==> src/rtl/nonce_range_scheduler_pkg.sv <==
// nonce_pkg
// Shared definitions for the nonce range scheduler: the two-state job FSM
// encoding and the default nonce width / lane count used by the top level
// and its interface.
package nonce_pkg;

  // Job state: IDLE waits for a start pulse, RUN is issuing nonces.
  typedef enum logic {
    ST_IDLE = 1'b0,
    ST_RUN  = 1'b1
  } state_e;

  localparam int NONCE_WIDTH = 32;
  localparam int NONCE_CORES = 4;

endpackage

==> src/rtl/nonce_range_scheduler_if.sv <==
// nonce_range_scheduler_if
// Bundles the per-lane nonce handshake between the scheduler and the core
// array.
//   nonce_out   : NUM_CORES*WIDTH, lane k in bits [k*WIDTH +: WIDTH]
//   nonce_valid : per-lane valid, driven by the scheduler
//   nonce_ready : per-lane ready, driven by the hashing cores
// The master modport is the scheduler side, the slave modport the core side.
interface nonce_range_scheduler_if
  import nonce_pkg::*;
#(
  parameter int WIDTH     = NONCE_WIDTH,
  parameter int NUM_CORES = NONCE_CORES
);

  logic [NUM_CORES*WIDTH-1:0] nonce_out;
  logic [NUM_CORES-1:0]       nonce_valid;
  logic [NUM_CORES-1:0]       nonce_ready;

  modport master (
    output nonce_out,
    output nonce_valid,
    input  nonce_ready
  );

  modport slave (
    input  nonce_out,
    input  nonce_valid,
    output nonce_ready
  );

endinterface

==> src/rtl/nonce_range_scheduler_lane.sv <==
// nonce_lane
// One interleaved nonce lane. On load it starts at base+LANE; every accepted
// handshake steps it by STRIDE until the next value would pass the limit or
// leave the WIDTH-bit nonce space, at which point the lane retires.
// Ports:
//   clk, reset_n : clock, asynchronous active-low reset
//   load_i       : start of a job; base_i/limit_i are sampled this cycle
//   kill_i       : abort/found; drops valid, nonce holds
//   ready_i      : core ready for this lane
//   base_i       : range base (only used on load)
//   limit_i      : inclusive range limit for the current compare
//   nonce_o      : current nonce
//   valid_o      : lane has a nonce on offer
//   active_o     : lane will still be valid after this clock edge
//   fire_o       : handshake this cycle (valid & ready)
module nonce_lane #(
  parameter int WIDTH  = 32,
  parameter int STRIDE = 4,
  parameter int LANE   = 0
) (
  input  logic             clk,
  input  logic             reset_n,
  input  logic             load_i,
  input  logic             kill_i,
  input  logic             ready_i,
  input  logic [WIDTH-1:0] base_i,
  input  logic [WIDTH-1:0] limit_i,
  output logic [WIDTH-1:0] nonce_o,
  output logic             valid_o,
  output logic             active_o,
  output logic             fire_o
);

  localparam logic [WIDTH:0] LaneOffset = (WIDTH+1)'(LANE);
  localparam logic [WIDTH:0] StrideStep = (WIDTH+1)'(STRIDE);

  logic [WIDTH-1:0] nonce_q, nonce_d;
  logic             valid_q, valid_d;
  logic [WIDTH:0]   loadSum, stepSum;
  logic             loadOk, stepOk;

  // Next-state for the lane. Sums are one bit wider than the nonce so that a
  // carry out of the nonce space retires the lane instead of wrapping to a
  // small value that would compare below the limit.
  always_comb begin
    loadSum  = {1'b0, base_i} + LaneOffset;
    stepSum  = {1'b0, nonce_q} + StrideStep;
    loadOk   = !loadSum[WIDTH] && (loadSum[WIDTH-1:0] <= limit_i);
    stepOk   = !stepSum[WIDTH] && (stepSum[WIDTH-1:0] <= limit_i);
    fire_o   = valid_q & ready_i;
    nonce_d  = nonce_q;
    valid_d  = valid_q;
    if (kill_i) begin
      valid_d = 1'b0;
    end else if (load_i) begin
      nonce_d = loadSum[WIDTH-1:0];
      valid_d = loadOk;
    end else if (fire_o) begin
      if (stepOk) begin
        nonce_d = stepSum[WIDTH-1:0];
      end else begin
        valid_d = 1'b0;
      end
    end
    active_o = valid_d;
  end

  // Lane registers; a retired lane keeps its last nonce on the bus.
  always_ff @(posedge clk or negedge reset_n) begin
    if (!reset_n) begin
      nonce_q <= '0;
      valid_q <= 1'b0;
    end else begin
      nonce_q <= nonce_d;
      valid_q <= valid_d;
    end
  end

  assign nonce_o = nonce_q;
  assign valid_o = valid_q;

endmodule

==> src/rtl/nonce_range_scheduler.sv <==
// nonce_range_scheduler
// Splits the inclusive nonce range [base, limit] over NUM_CORES lanes, lane k
// issuing base+k, base+k+NUM_CORES, ... with per-lane valid/ready flow
// control. Handles early stop on found, abort, and exhaustion reporting.
// Ports:
//   clk, reset_n  : clock, asynchronous active-low reset
//   start         : one-cycle pulse, accepted only in IDLE (and not with abort)
//   abort         : cancel the running job, no done pulse
//   found         : a core hit; stop issuing and end the job with done
//   base, limit   : inclusive nonce range, latched on accepted start
//   busy          : high while a job is running
//   done          : one-cycle pulse when a job ends by exhaustion or found
//   exhausted     : sticky, set when the range completed without found
//   issued_count  : handshakes in the current job
//   bus           : per-lane nonce/valid/ready bundle (master side)
module nonce_range_scheduler
  import nonce_pkg::*;
#(
  parameter int WIDTH     = NONCE_WIDTH,
  parameter int NUM_CORES = NONCE_CORES
) (
  input  logic                  clk,
  input  logic                  reset_n,
  input  logic                  start,
  input  logic                  abort,
  input  logic                  found,
  input  logic [WIDTH-1:0]      base,
  input  logic [WIDTH-1:0]      limit,
  output logic                  busy,
  output logic                  done,
  output logic                  exhausted,
  output logic [WIDTH:0]        issued_count,
  nonce_range_scheduler_if.master bus
);

  state_e                     state_q, state_d;
  logic                       done_q, done_d;
  logic                       exhausted_q, exhausted_d;
  logic [WIDTH:0]             issued_q, issued_d;
  logic [WIDTH-1:0]           limit_q, limit_d;

  logic                       laneLoad, laneKill, exhaustSet;
  logic [WIDTH-1:0]           laneLimit;
  logic [NUM_CORES-1:0]       laneValid, laneActive, laneFire;
  logic [NUM_CORES*WIDTH-1:0] nonceFlat;
  logic [WIDTH:0]             fireCount;

  // Lanes see the incoming limit in the load cycle (limit_q is not yet
  // written) and the latched copy for the rest of the job.
  assign laneLimit = laneLoad ? limit : limit_q;

  for (genvar k = 0; k < NUM_CORES; k++) begin : g_lane
    nonce_lane #(
      .WIDTH  (WIDTH),
      .STRIDE (NUM_CORES),
      .LANE   (k)
    ) u_lane (
      .clk      (clk),
      .reset_n  (reset_n),
      .load_i   (laneLoad),
      .kill_i   (laneKill),
      .ready_i  (bus.nonce_ready[k]),
      .base_i   (base),
      .limit_i  (laneLimit),
      .nonce_o  (nonceFlat[k*WIDTH +: WIDTH]),
      .valid_o  (laneValid[k]),
      .active_o (laneActive[k]),
      .fire_o   (laneFire[k])
    );
  end

  assign bus.nonce_out   = nonceFlat;
  assign bus.nonce_valid = laneValid;

  // Job FSM. Abort beats found, and both beat exhaustion in the same cycle.
  // Exhaustion looks at the lanes' post-edge activity so done lands in the
  // cycle right after the last retirement, with busy already low.
  always_comb begin
    state_d    = state_q;
    done_d     = 1'b0;
    exhaustSet = 1'b0;
    laneLoad   = 1'b0;
    laneKill   = 1'b0;
    case (state_q)
      ST_IDLE: begin
        if (start && !abort) begin
          laneLoad = 1'b1;
          state_d  = ST_RUN;
        end
      end
      ST_RUN: begin
        if (abort) begin
          laneKill = 1'b1;
          state_d  = ST_IDLE;
        end else if (found) begin
          laneKill = 1'b1;
          done_d   = 1'b1;
          state_d  = ST_IDLE;
        end else if (!(|laneActive)) begin
          done_d     = 1'b1;
          exhaustSet = 1'b1;
          state_d    = ST_IDLE;
        end
      end
      default: state_d = ST_IDLE;
    endcase
  end

  // Handshake counter, sticky exhausted flag and the latched limit. A
  // handshake in the same cycle as found/abort is still counted because
  // fire does not depend on the kill.
  always_comb begin
    fireCount = '0;
    for (int k = 0; k < NUM_CORES; k++) begin
      fireCount = fireCount + (WIDTH+1)'(laneFire[k]);
    end
    issued_d    = laneLoad ? '0 : issued_q + fireCount;
    exhausted_d = exhausted_q;
    if (laneLoad) begin
      exhausted_d = 1'b0;
    end else if (exhaustSet) begin
      exhausted_d = 1'b1;
    end
    limit_d = laneLoad ? limit : limit_q;
  end

  // Control-path registers.
  always_ff @(posedge clk or negedge reset_n) begin
    if (!reset_n) begin
      state_q     <= ST_IDLE;
      done_q      <= 1'b0;
      exhausted_q <= 1'b0;
      issued_q    <= '0;
      limit_q     <= '0;
    end else begin
      state_q     <= state_d;
      done_q      <= done_d;
      exhausted_q <= exhausted_d;
      issued_q    <= issued_d;
      limit_q     <= limit_d;
    end
  end

  assign busy         = (state_q == ST_RUN);
  assign done         = done_q;
  assign exhausted    = exhausted_q;
  assign issued_count = issued_q;

endmodule

==> src/flat_wrapper.sv <==
// flat-port wrapper written by rule: the top's interface ports become plain ports
module nonce_range_scheduler_flat import nonce_pkg::*;
#(
  parameter int WIDTH     = NONCE_WIDTH,
  parameter int NUM_CORES = NONCE_CORES
)
  (clk, reset_n, start, abort, found, base, limit, busy, done, exhausted, issued_count, bus_nonce_out, bus_nonce_valid, bus_nonce_ready);
  nonce_range_scheduler_if #(.WIDTH(WIDTH), .NUM_CORES(NUM_CORES)) bus_i ();
  input  logic clk;
  input  logic reset_n;
  input  logic start;
  input  logic abort;
  input  logic found;
  input  logic [WIDTH-1:0] base;
  input  logic [WIDTH-1:0] limit;
  output logic busy;
  output logic done;
  output logic exhausted;
  output logic [WIDTH:0] issued_count;
  output wire logic [$bits(bus_i.nonce_out)-1:0] bus_nonce_out;
  output wire logic [$bits(bus_i.nonce_valid)-1:0] bus_nonce_valid;
  input wire logic [$bits(bus_i.nonce_ready)-1:0] bus_nonce_ready;
  assign bus_nonce_out = bus_i.nonce_out;
  assign bus_nonce_valid = bus_i.nonce_valid;
  assign bus_i.nonce_ready = bus_nonce_ready;
  nonce_range_scheduler #(.WIDTH(WIDTH), .NUM_CORES(NUM_CORES)) u_core (.clk(clk), .reset_n(reset_n), .start(start), .abort(abort), .found(found), .base(base), .limit(limit), .busy(busy), .done(done), .exhausted(exhausted), .issued_count(issued_count), .bus(bus_i));
endmodule
==> config.mk <==
export PLATFORM = sky130hd
export DESIGN_NAME = nonce_range_scheduler_flat
export DESIGN_NICKNAME = d
export VERILOG_FILES = /design/src/rtl/nonce_range_scheduler_pkg.sv /design/src/rtl/nonce_range_scheduler_if.sv /design/src/rtl/nonce_range_scheduler_lane.sv /design/src/rtl/nonce_range_scheduler.sv /design/src/flat_wrapper.sv
export SDC_FILE = /design/constraint.sdc
export NUM_CORES = 1
export LEC_CHECK = 0
export BUFFER_PORTS_ARGS = -buffer_cell sky130_fd_sc_hd__clkbuf_2
export CORE_ASPECT_RATIO = 0.6
export CORE_MARGIN = 2
export CORE_UTILIZATION = 40
export CTS_CLUSTER_DIAMETER = 100
export CTS_CLUSTER_SIZE = 12
export DETAILED_ROUTE_END_ITERATION = 6
export HOLD_SLACK_MARGIN = 0.02
export SYNTH_ARGS = -nofsm -noshare
export SYNTH_HDL_FRONTEND = slang
export SYNTH_HIERARCHICAL = 1
export SYNTH_SLANG_ARGS = --single-unit
==> constraint.sdc <==
create_clock -name clk -period 6.51 [get_ports clk]
set_input_delay 1.6275 -clock clk [delete_from_list [all_inputs] [get_ports clk]]
set_output_delay 1.6275 -clock clk [all_outputs]
set_load 0.05 [all_outputs]
[Yosys cells after proc, flatten, opt, wreduce, memory -nomap -nowiden]
Index checks and enable logic that the tools add are counted.
Word-level totals
  register bits after elaboration: 200
  bits in latches: 0
  RAM bits: 0
  memory bits (read-only): 0
  output and inout bits: 168
  logic and storage cells: 116
  memories kept: 0
Operators by class
  add/sub/neg operators: 11
  multipliers: 0
  divide/modulo/power cells: 0
  order comparisons: 8
  equal/unequal tests: 0
  shift operators: 0
  multiplexer cells: 48
  bitwise gates (word level): 6
  reduce and logical (&&, ||, !) cells: 30
Operators with widths (count)
  32-bit 2-to-1 mux: 13
  32-bit <= comparator: 8
  32-bit by 3-bit adder with 33-bit output (second input constant): 4
  32-bit by 2-bit adder with 33-bit output (second input constant): 2
  33-bit by 1-bit adder with 33-bit output: 2
  32-bit by 1-bit adder with 33-bit output (second input constant): 1
  33-bit adder: 1
  1-bit 2-to-1 mux: 33
  33-bit 2-to-1 mux: 1
  2-bit nonzero test: 9
  3-bit AND reduction: 4
  1-bit logical AND: 8
  1-bit zero test: 8
  1-bit AND: 4
  4-bit OR reduction: 1
  1-bit by 1-bit adder with 2-bit output: 1
  1-bit inverter: 2
  1-bit one-hot mux with 2 select lines: 1

[Depth between registers and ports, before layout]
Gate-level depths: netlist (run 1).
  word-level depth: 18
  mapped depth: 21
  mapped depth without buffers: 18

[By module]
Netlist (run 1), hierarchy kept.
By module, submodules not included
  nonce_lane at u_core.g_lane[3].u_lane: instances 1, cells an instance 576, area each 4566.9 um^2
  nonce_lane at u_core.g_lane[1].u_lane: instances 1, cells an instance 546, area each 4471.8 um^2
  nonce_lane at u_core.g_lane[2].u_lane: instances 1, cells an instance 555, area each 4365.4 um^2
  nonce_lane at u_core.g_lane[0].u_lane: instances 1, cells an instance 439, area each 3861.2 um^2
  nonce_range_scheduler: instances 1, cells an instance 328, area each 3078.0 um^2

[Least setup slack after synthesis (run 1)]
No wires, ideal clock.
  path type: input -> register
  from: in base[0]
  to: reg u_core.state_q, in the netlist u_core/busy
  setup time: 0.140 ns
  data arrival time: 5.027 ns
  setup slack: 1.343 ns
  stages on the path: 15
  buffers on the path: 0
  path through: ha_1 -> nand2_1 -> nor4_4 -> nand4_1 -> nor3_1 -> xor2_1 -> ha_1 -> nand4_1 -> or2_2 -> or4_1 -> o21bai_1 -> a31oi_1 -> o22ai_1 -> nor4_1 -> o31ai_1
Between the ends
  word-level cells in the longest chain between the ends: 10
RTL lines
  start: declaration: RTL line flat_wrapper.sv:14  | input logic [WIDTH-1:0] base;
  32-bit by 1-bit adder with 33-bit output *: RTL line nonce_range_scheduler_lane.sv:46  | loadSum = {1'b0, base_i} + LaneOffset;
  32-bit <= comparator / 1-bit zero test (equally long branches): RTL line nonce_range_scheduler_lane.sv:48  | loadOk = !loadSum[WIDTH] && (loadSum[WIDTH-1:0] <= limit_i);
  1-bit logical AND *: RTL line nonce_range_scheduler_lane.sv:48
  1-bit 2-to-1 mux *: RTL line nonce_range_scheduler_lane.sv:55  | end else if (load_i) begin
  1-bit 2-to-1 mux *: RTL line nonce_range_scheduler_lane.sv:53  | if (kill_i) begin
  net u_core.laneActive[1]: RTL line nonce_range_scheduler.sv:44  | logic [NUM_CORES-1:0] laneValid, laneActive, laneFire;
  4-bit OR reduction *: RTL line nonce_range_scheduler.sv:99  | end else if (!(|laneActive)) begin
  1-bit 2-to-1 mux *: RTL line nonce_range_scheduler.sv:99
  1-bit 2-to-1 mux *: RTL line nonce_range_scheduler.sv:95  | end else if (found) begin
  1-bit 2-to-1 mux *: RTL line nonce_range_scheduler.sv:92  | if (abort) begin
  1-bit one-hot mux with 2 select lines *: RTL line nonce_range_scheduler.sv:84  | case (state_q)
  net u_core.state_d: RTL line nonce_range_scheduler.sv:36  | state_e state_q, state_d;
  end signal: assignment: RTL line nonce_range_scheduler.sv:136  | state_q <= state_d;
  end: declaration: RTL line nonce_range_scheduler.sv:36
Mark *: on every way through the listed nets, which the timed path passes. The rest lies on a longest branch.
A chain may end at the register's enable or synchronous reset.

[Worst setup path in the final report (run 1)]
  from: in base[17]
  to: reg u_core.state_q, in the netlist u_core/busy
Between the ends
  word-level cells in the longest chain between the ends: 10
RTL lines (RTL line)
  32-bit by 2-bit adder with 33-bit output *: nonce_range_scheduler_lane.sv:46
  32-bit <= comparator / 1-bit zero test (equally long branches): nonce_range_scheduler_lane.sv:48
  1-bit logical AND *: nonce_range_scheduler_lane.sv:48
  1-bit 2-to-1 mux *: nonce_range_scheduler_lane.sv:55
  1-bit 2-to-1 mux *: nonce_range_scheduler_lane.sv:53
  net u_core.laneActive[2]: nonce_range_scheduler.sv:44
  4-bit OR reduction *: nonce_range_scheduler.sv:99
  1-bit 2-to-1 mux *: nonce_range_scheduler.sv:99
  1-bit 2-to-1 mux *: nonce_range_scheduler.sv:95
  1-bit 2-to-1 mux *: nonce_range_scheduler.sv:92
  1-bit one-hot mux with 2 select lines *: nonce_range_scheduler.sv:84
  net u_core.state_d: nonce_range_scheduler.sv:36
Marked as above.

==> impl_metrics.py, run 1 <==
metrics = {
    "run_status": {
        "status": "complete, but fails checks",
        "violations": "DRC",
    },
    "sta": {
        "slew-limit-headroom": 0.363,
        "hold_viol": 0,
        "fin_crit_ps": 6240,
        "fin_skew_ps": 20.2,
        "drv_slew": 0,
        "setup_tns_ps": 0,
        "min_period_over_period": 0.959,
        "setup_viol": 0,
        "rsz0062_at_grt": "false",
        "max_freq_mhz": 160,
        "tightest_slew_ps": 955,
    },
    "yosys": {
        "synthAdderAreaFrac": 0.168,
        "yosysTopAreaCellShare": 0.246,
        "ys_seq_area_frac": 0.246,
        "ys_ff_latch": 200,
        "synth_edf_count": 0,
        "yosys.area.top_type": "dfrtp_1",
        "synth_ff_type": "dfrtp_1",
        "ys_warn_count": 6,
        "synth_top_family_by_area": "simple AND/OR/NAND/NOR gates",
        "syn-num-nets": 2788,
        "async_flop_share": 1.00,
        "ys_types": 93,
        "netlist_instances": 2444,
        "synth_compound_area_frac": 0.152,
        "synth.avg_cell_area_um2": 8.32,
        "synthMuxAreaShare": 0.0424,
        "synth_area_mm2": 0.0203,
        "ys_top_cells_by_area": "dfrtp_1, ha_1, xnor2_1, nand2_1, inv_1",
        "synthXorXnorAreaFrac": 0.0913,
        "synth-simple-area-share": 0.243,
    },
    "route": {
        "drt_iter0_markers": 3027,
        "drc_errors": 4,
        "vias_per_cell": 6.22,
        "wire_per_inst_um": 25.1,
        "wirelength_um": 84300,
        "vias": 20886,
        "antenna_left": 0,
        "first_pass_iters": 7,
    },
    "floorplan": {
        "start_util": 0.408,
        "die_h_um": 179,
        "io_pins": 241,
        "die_area_mm2": 0.0527,
        "die_w_um": 295,
        "core_area_mm2": 0.0498,
        "rows": 63,
    },
    "final_layout": {
        "fin_util": 0.460,
        "nNetsFinal": 3005,
        "final_cell_mix": "nand2_1, ha_1, clkbuf_2, inv_1, dfrtp_1",
        "drive_gt1_frac": 0.151,
        "fillers": 5011,
        "stdcell_count": 3357,
        "area_growth_syn_to_layout_pct": 12.6,
    },
    "power": {
        "p_leak_nw": 10.5,
        "peakVddDrop_v": 0.000307,
        "power_density_mw_per_mm2": 363,
        "power_mw": 8.33,
    },
    "setup_path": {
        "critical_path_depth": 17,
        "critPathArrivalTime_ps": 6630,
        "cp_slowest_cell": "nor4_1",
        "required_ps": 6900,
        "cpLargestDelayFamily": "simple AND/OR/NAND/NOR gates",
        "crit_chain": "clkbuf_2 -> and3_1 -> and4_1 -> and3_1 -> nor2b_1 -> nand2_1 -> xor2_1 -> inv_1 -> ha_1 -> nand4_1 -> or3_1 -> nor4_1 -> a32oi_1 -> o21ai_0 -> nor4_1 -> buf_4 -> o31ai_1",
        "path_class": "in -> reg",
        "rrSetupSlack_ps": 1280,
        "cp-start-kind": "input port",
        "path_buf_inv": 3,
        "reg2reg_from": "u_core/g_lane[2].u_lane/nonce_o[4]$_DFFE_PN0P_",
        "endpoint_kind": "flip-flop",
        "crit-reg2reg-capture": "u_core/busy$_DFF_PN0_",
        "slowest_delay_ps": 730,
        "startpoint": "base[17]",
        "crit_fanout": 10,
        "r2r_cells": 19,
    },
    "cts": {
        "cts_sinks": 200,
        "cts_made_buffers": 17,
        "htreeDepth": 4,
        "cts_tree": "yes",
        "cts_hold_buf": 0,
        "clk_latency_ps": 490,
        "postCtsSetupBuffers": 0,
        "clock_path_buffers": 2,
        "cts_resized": 0,
        "clk_pin_slew_worst_paths_ps": 80,
        "clock-root-buffer": "clkbuf_16",
    },
    "place": {
        "place_hpwl_um": 64700,
        "place_inst": 3324,
        "port_buffers": 240,
        "gp_congestion": 0.965,
    },
    "min_path": {
        "holdCritPathClass": "reg -> reg",
        "min_to": "u_core/g_lane[3].u_lane/nonce_o[0]$_DFFE_PN0P_",
        "hold_path_depth": 2,
        "min_from": "u_core/g_lane[3].u_lane/nonce_o[0]$_DFFE_PN0P_",
    },
    "grt": {
        "grt_pass1_wl_um": 124000,
        "antenna_found_initial": 2,
        "grt_pass1_vias": 19201,
        "grt.total_usage": 0.316,
        "grt_max_degree": 114,
        "grt_overflow_total": 0,
    },
    "run": {
        "max_cap_viol_count": 0,
    },
}
routing by layer:
layer	global-route usage	routed length, µm	part of all wire	vias to the layer above
li1	-	-	-	9374
met1	0.488	39600	0.47	10127
met2	0.431	32900	0.39	1263
met3	0.0725	9410	0.11	122
met4	0.0857	2360	0.028	0
met5	0	0	0	-
kinds of logic (layout without fill, tap and decap cells):
family | after synthesis | after routing
AND/OR/NAND/NOR | 926 | 926
AO/OA/AOI/OAI | 464 | 464
buffers and inverters | 290 | 520
adder cells (fa/ha/maj) | 271 | 271
XOR/XNOR | 212 | 212
flip-flops | 200 | 200
multiplexers | 81 | 81
other | 0 | 1
where the power goes:
group          switching (mW)  internal [mW]
Combinational            3.43           1.59
Sequential              0.610           1.59
Clock                   0.579          0.539
Total                    4.62           3.71
per-stage QoR:
stage | setup WS, ps | hold WS [ps] | cell area [µm²]
2_1_floorplan | 1340 | 498 | 20300
3_3_place_gp | -27.5 | 491 | 22300
3_5_place_dp | 11.0 | 511 | 22300
4_1_cts | 522 | 528 | 22900
5_1_grt | 97.7 | 550 | 22900
6_report | 265 | 530 | 22900
flip-flops by register name (all words and copies together), names as in the netlist:
signal / count
u_core/g_lane.u_lane/valid_o: 4
u_core/limit_q: 32
u_core/exhausted: 1
u_core/done: 1
u_core/g_lane.u_lane/nonce_o: 128
u_core/issued_count: 33
u_core/busy: 1
worst max path at each step:
stage | end | slack, ps
global placement | u_core/busy$_DFF_PN0_ | -30
global route | u_core/done$_DFF_PN0_ | 100
CTS | u_core/busy$_DFF_PN0_ | 520
floorplan | u_core/busy$_DFF_PN0_ | 1340
finish | u_core/busy$_DFF_PN0_ | 270
detailed placement | u_core/busy$_DFF_PN0_ | 10
tightest hold or removal path, stage by stage (launching register included):
cell and delay [ps]:
dfrtp_1 380, nand2_1 60, o21ai_0 60
area by class of cell:
type,count,area (µm²),area share
clock inverters,14,141,0.00617
repair buffers,283,1550,0.0674
multi-input cells,1954,14200,0.618
well taps,682,853,0.0372
clock buffers,18,429,0.0187
inverters,205,774,0.0338
diodes,1,2.50,0.000109
flip-flops and latches,200,5000,0.218
synth_stat cells, types with 18 or more instances:
cell / instances
a211oi_1: 20
a21o_1: 28
a21oi_1: 142
and3_1: 56
and4_1: 25
clkbuf_1: 59
dfrtp_1: 200
ha_1: 268
inv_1: 203
mux2_2: 40
mux2i_1: 39
nand2_1: 268
nand3_1: 131
nand4_1: 112
nor2_1: 107
nor2b_1: 26
nor3_1: 56
nor4_1: 24
o21ai_0: 50
o22ai_1: 62
o31ai_1: 24
or3_1: 18
or4_1: 19
xnor2_1: 151
xor2_1: 61
No activity file was read; power rests on OpenSTA's default activity.
==> inputs of run 2 (changes only) <==
--- a/config.mk
+++ b/config.mk
@@ -8,7 +8,7 @@
 export BUFFER_PORTS_ARGS = -buffer_cell sky130_fd_sc_hd__clkbuf_2
 export CORE_ASPECT_RATIO = 0.6
 export CORE_MARGIN = 2
-export CORE_UTILIZATION = 40
+export CORE_UTILIZATION = 35
 export CTS_CLUSTER_DIAMETER = 100
 export CTS_CLUSTER_SIZE = 12
 export DETAILED_ROUTE_END_ITERATION = 6
==> constraint.sdc (replaced) <==
create_clock -name clk -period 6.51 [get_ports clk]
set_input_delay 0.651 -clock clk [delete_from_list [all_inputs] [get_ports clk]]
set_output_delay 0.651 -clock clk [all_outputs]
set_load 0.05 [all_outputs]
==> impl_metrics.py, run 2 (synthesis results as in run 1) <==
metrics = {
    "final_layout": {
        "nNetsFinal": 3002,
        "stdcell_count": 3446,
        "final_cell_mix": "nand2_1, ha_1, clkbuf_2, inv_1, dfrtp_1",
        "design_area_mm2": 0.0230,
        "area_growth_syn_to_layout_pct": 13.2,
        "largest_reg_flops": 128,
        "drive_gt1_frac": 0.150,
    },
    "place": {
        "port_buffers": 240,
        "place_inst": 3409,
        "place_hpwl_um": 65400,
        "gp_congestion": 0.990,
        "place_area_mm2": 0.0224,
    },
    "cts": {
        "clk_pin_slew_worst_paths_ps": 80,
        "clock_path_buffers": 2,
        "clk_latency_ps": 490,
        "cts_sinks": 200,
        "cts_hold_buf": 0,
        "clock-root-buffer": "clkbuf_16",
        "cts_made_buffers": 17,
        "cts_resized": 0,
        "postCtsSetupBuffers": 0,
        "htreeDepth": 4,
        "cts_tree": "yes",
    },
    "route": {
        "antenna_left": 0,
        "wire_per_inst_um": 24.6,
        "drc_errors": 0,
        "first_pass_iters": 6,
        "drt_iter0_markers": 2742,
        "vias": 20951,
        "wirelength_um": 84900,
        "vias_per_cell": 6.08,
    },
    "setup_path": {
        "slowest_delay_ps": 850,
        "path_class": "reg -> reg",
        "path_buf_inv": 0,
        "cpLargestDelayFamily": "simple AND/OR/NAND/NOR gates",
        "cp-start-kind": "flip-flop",
        "endpoint_kind": "flip-flop",
        "critical_path_depth": 14,
        "cp_slowest_cell": "or3_1",
        "reg2reg_from": "u_core/g_lane[2].u_lane/nonce_o[3]$_DFFE_PN0P_",
        "critPathArrivalTime_ps": 6080,
        "crit_fanout": 27,
        "crit_chain": "ha_1 -> nand4_1 -> nor3_1 -> nand3_1 -> xnor2_1 -> ha_1 -> a21oi_1 -> nand2_1 -> a221o_1 -> o21a_1 -> o21a_1 -> or3_1 -> or4_1 -> nand3_1",
        "r2r_cells": 14,
        "startpoint": "u_core/g_lane[2].u_lane/nonce_o[3]$_DFFE_PN0P_",
        "required_ps": 6920,
    },
    "power": {
        "power_density_mw_per_mm2": 362,
        "p_leak_nw": 10.5,
        "peakVddDrop_v": 0.000238,
    },
    "sta": {
        "rsz0062_at_grt": "false",
        "setup_tns_ps": 0,
        "setup_viol": 0,
        "hold_viol": 0,
        "drv_slew": 0,
        "fin_skew_ps": 17.4,
        "slew-limit-headroom": 0.260,
        "fin_crit_ps": 5670,
        "max_freq_mhz": 176,
        "tightest_slew_ps": 1110,
        "min_period_over_period": 0.871,
    },
    "grt": {
        "grt.total_usage": 0.277,
        "grt_pass1_vias": 19364,
        "antenna_found_initial": 6,
        "grt_overflow_total": 0,
        "grt_pass1_wl_um": 125000,
        "grt_max_degree": 164,
    },
    "floorplan": {
        "core_area_mm2": 0.0574,
        "die_w_um": 315,
        "start_util": 0.354,
        "rows": 68,
        "io_pins": 241,
        "die_h_um": 191,
        "die_area_mm2": 0.0601,
    },
    "min_path": {
        "holdCritPathClass": "in -> async",
    },
    "run": {
        "max_cap_viol_count": 0,
    },
    "run_status": {
        "status": "complete, no violations",
    },
}
## run 2: changes by cell type in the layout (fill, tap and decap cells not counted)
cell        before  now
clkinv_4         4    2
diode_2          1    5
clkinv_2         2    0
inv_8            3    4
buf_4           42   39
clkbuf_8         1    3
clkinvlp_4       2    3
## run 2: worst reg2reg max path: stages (launching register included)
cell and delay (ps):
dfrtp_1 550, ha_1 480, nand4_1 150, nor3_1 730, nand3_1 290, xnor2_1 370, ha_1 330, a21oi_1 160
nand2_1 140, a221o_1 410, o21a_1 220, o21a_1 220, or3_1 850, or4_1 590, nand3_1 100
## run 2: through the flow
step	hold slack, ps	utilization	power (mW)	setup slack, ps
2_1_floorplan	355	-	5.56	2010
3_3_place_gp	498	0.391	6.93	831
3_5_place_dp	500	0.391	7.07	759
4_1_cts	81.7	0.401	8.26	992
5_1_grt	94.9	0.401	8.83	652
6_report	84.5	0.401	8.34	837
## run 2: final timing paths
kind / to / slack (ps)
worst max-delay path: u_core/g_lane[2].u_lane/nonce_o[22]$_DFFE_PN0P_ / 840
worst min-delay path: u_core/g_lane[3].u_lane/nonce_o[22]$_DFFE_PN0P_ / 80
worst max register to register: u_core/g_lane[2].u_lane/nonce_o[22]$_DFFE_PN0P_ / 840
worst min register to register: u_core/exhausted$_DFFE_PN0P_ / 520
max in group asynchronous: u_core/g_lane[0].u_lane/nonce_o[10]$_DFFE_PN0P_ / 5050
min in group clk: u_core/busy$_DFF_PN0_ / 410
## run 2: area by class of cell
type,instances,area [µm²]
Fill cell,5855,34400
Antenna cell,5,12.5
Tap cell,770,963
Inverter,205,774
Multi-Input combinational cell,1954,14200
Clock buffer,20,457
Sequential cell,200,5000
Timing Repair Buffer,280,1520
Clock inverter,12,133
## run 2: power breakdown
group | internal (mW) | total, mW | switching, mW
registers | 1.59 | 2.20 | 0.619
clock network | 0.563 | 1.15 | 0.586
logic | 1.57 | 4.98 | 3.41
total | 3.72 | 8.34 | 4.62
## run 2: per-layer routing
layer  GRT usage  share of wire  routed length (µm)
met1       0.422           0.47               40000
met2       0.372           0.39               32700
met3      0.0686           0.11                9350
met4      0.0903          0.034                2850
met5           0              0                   0
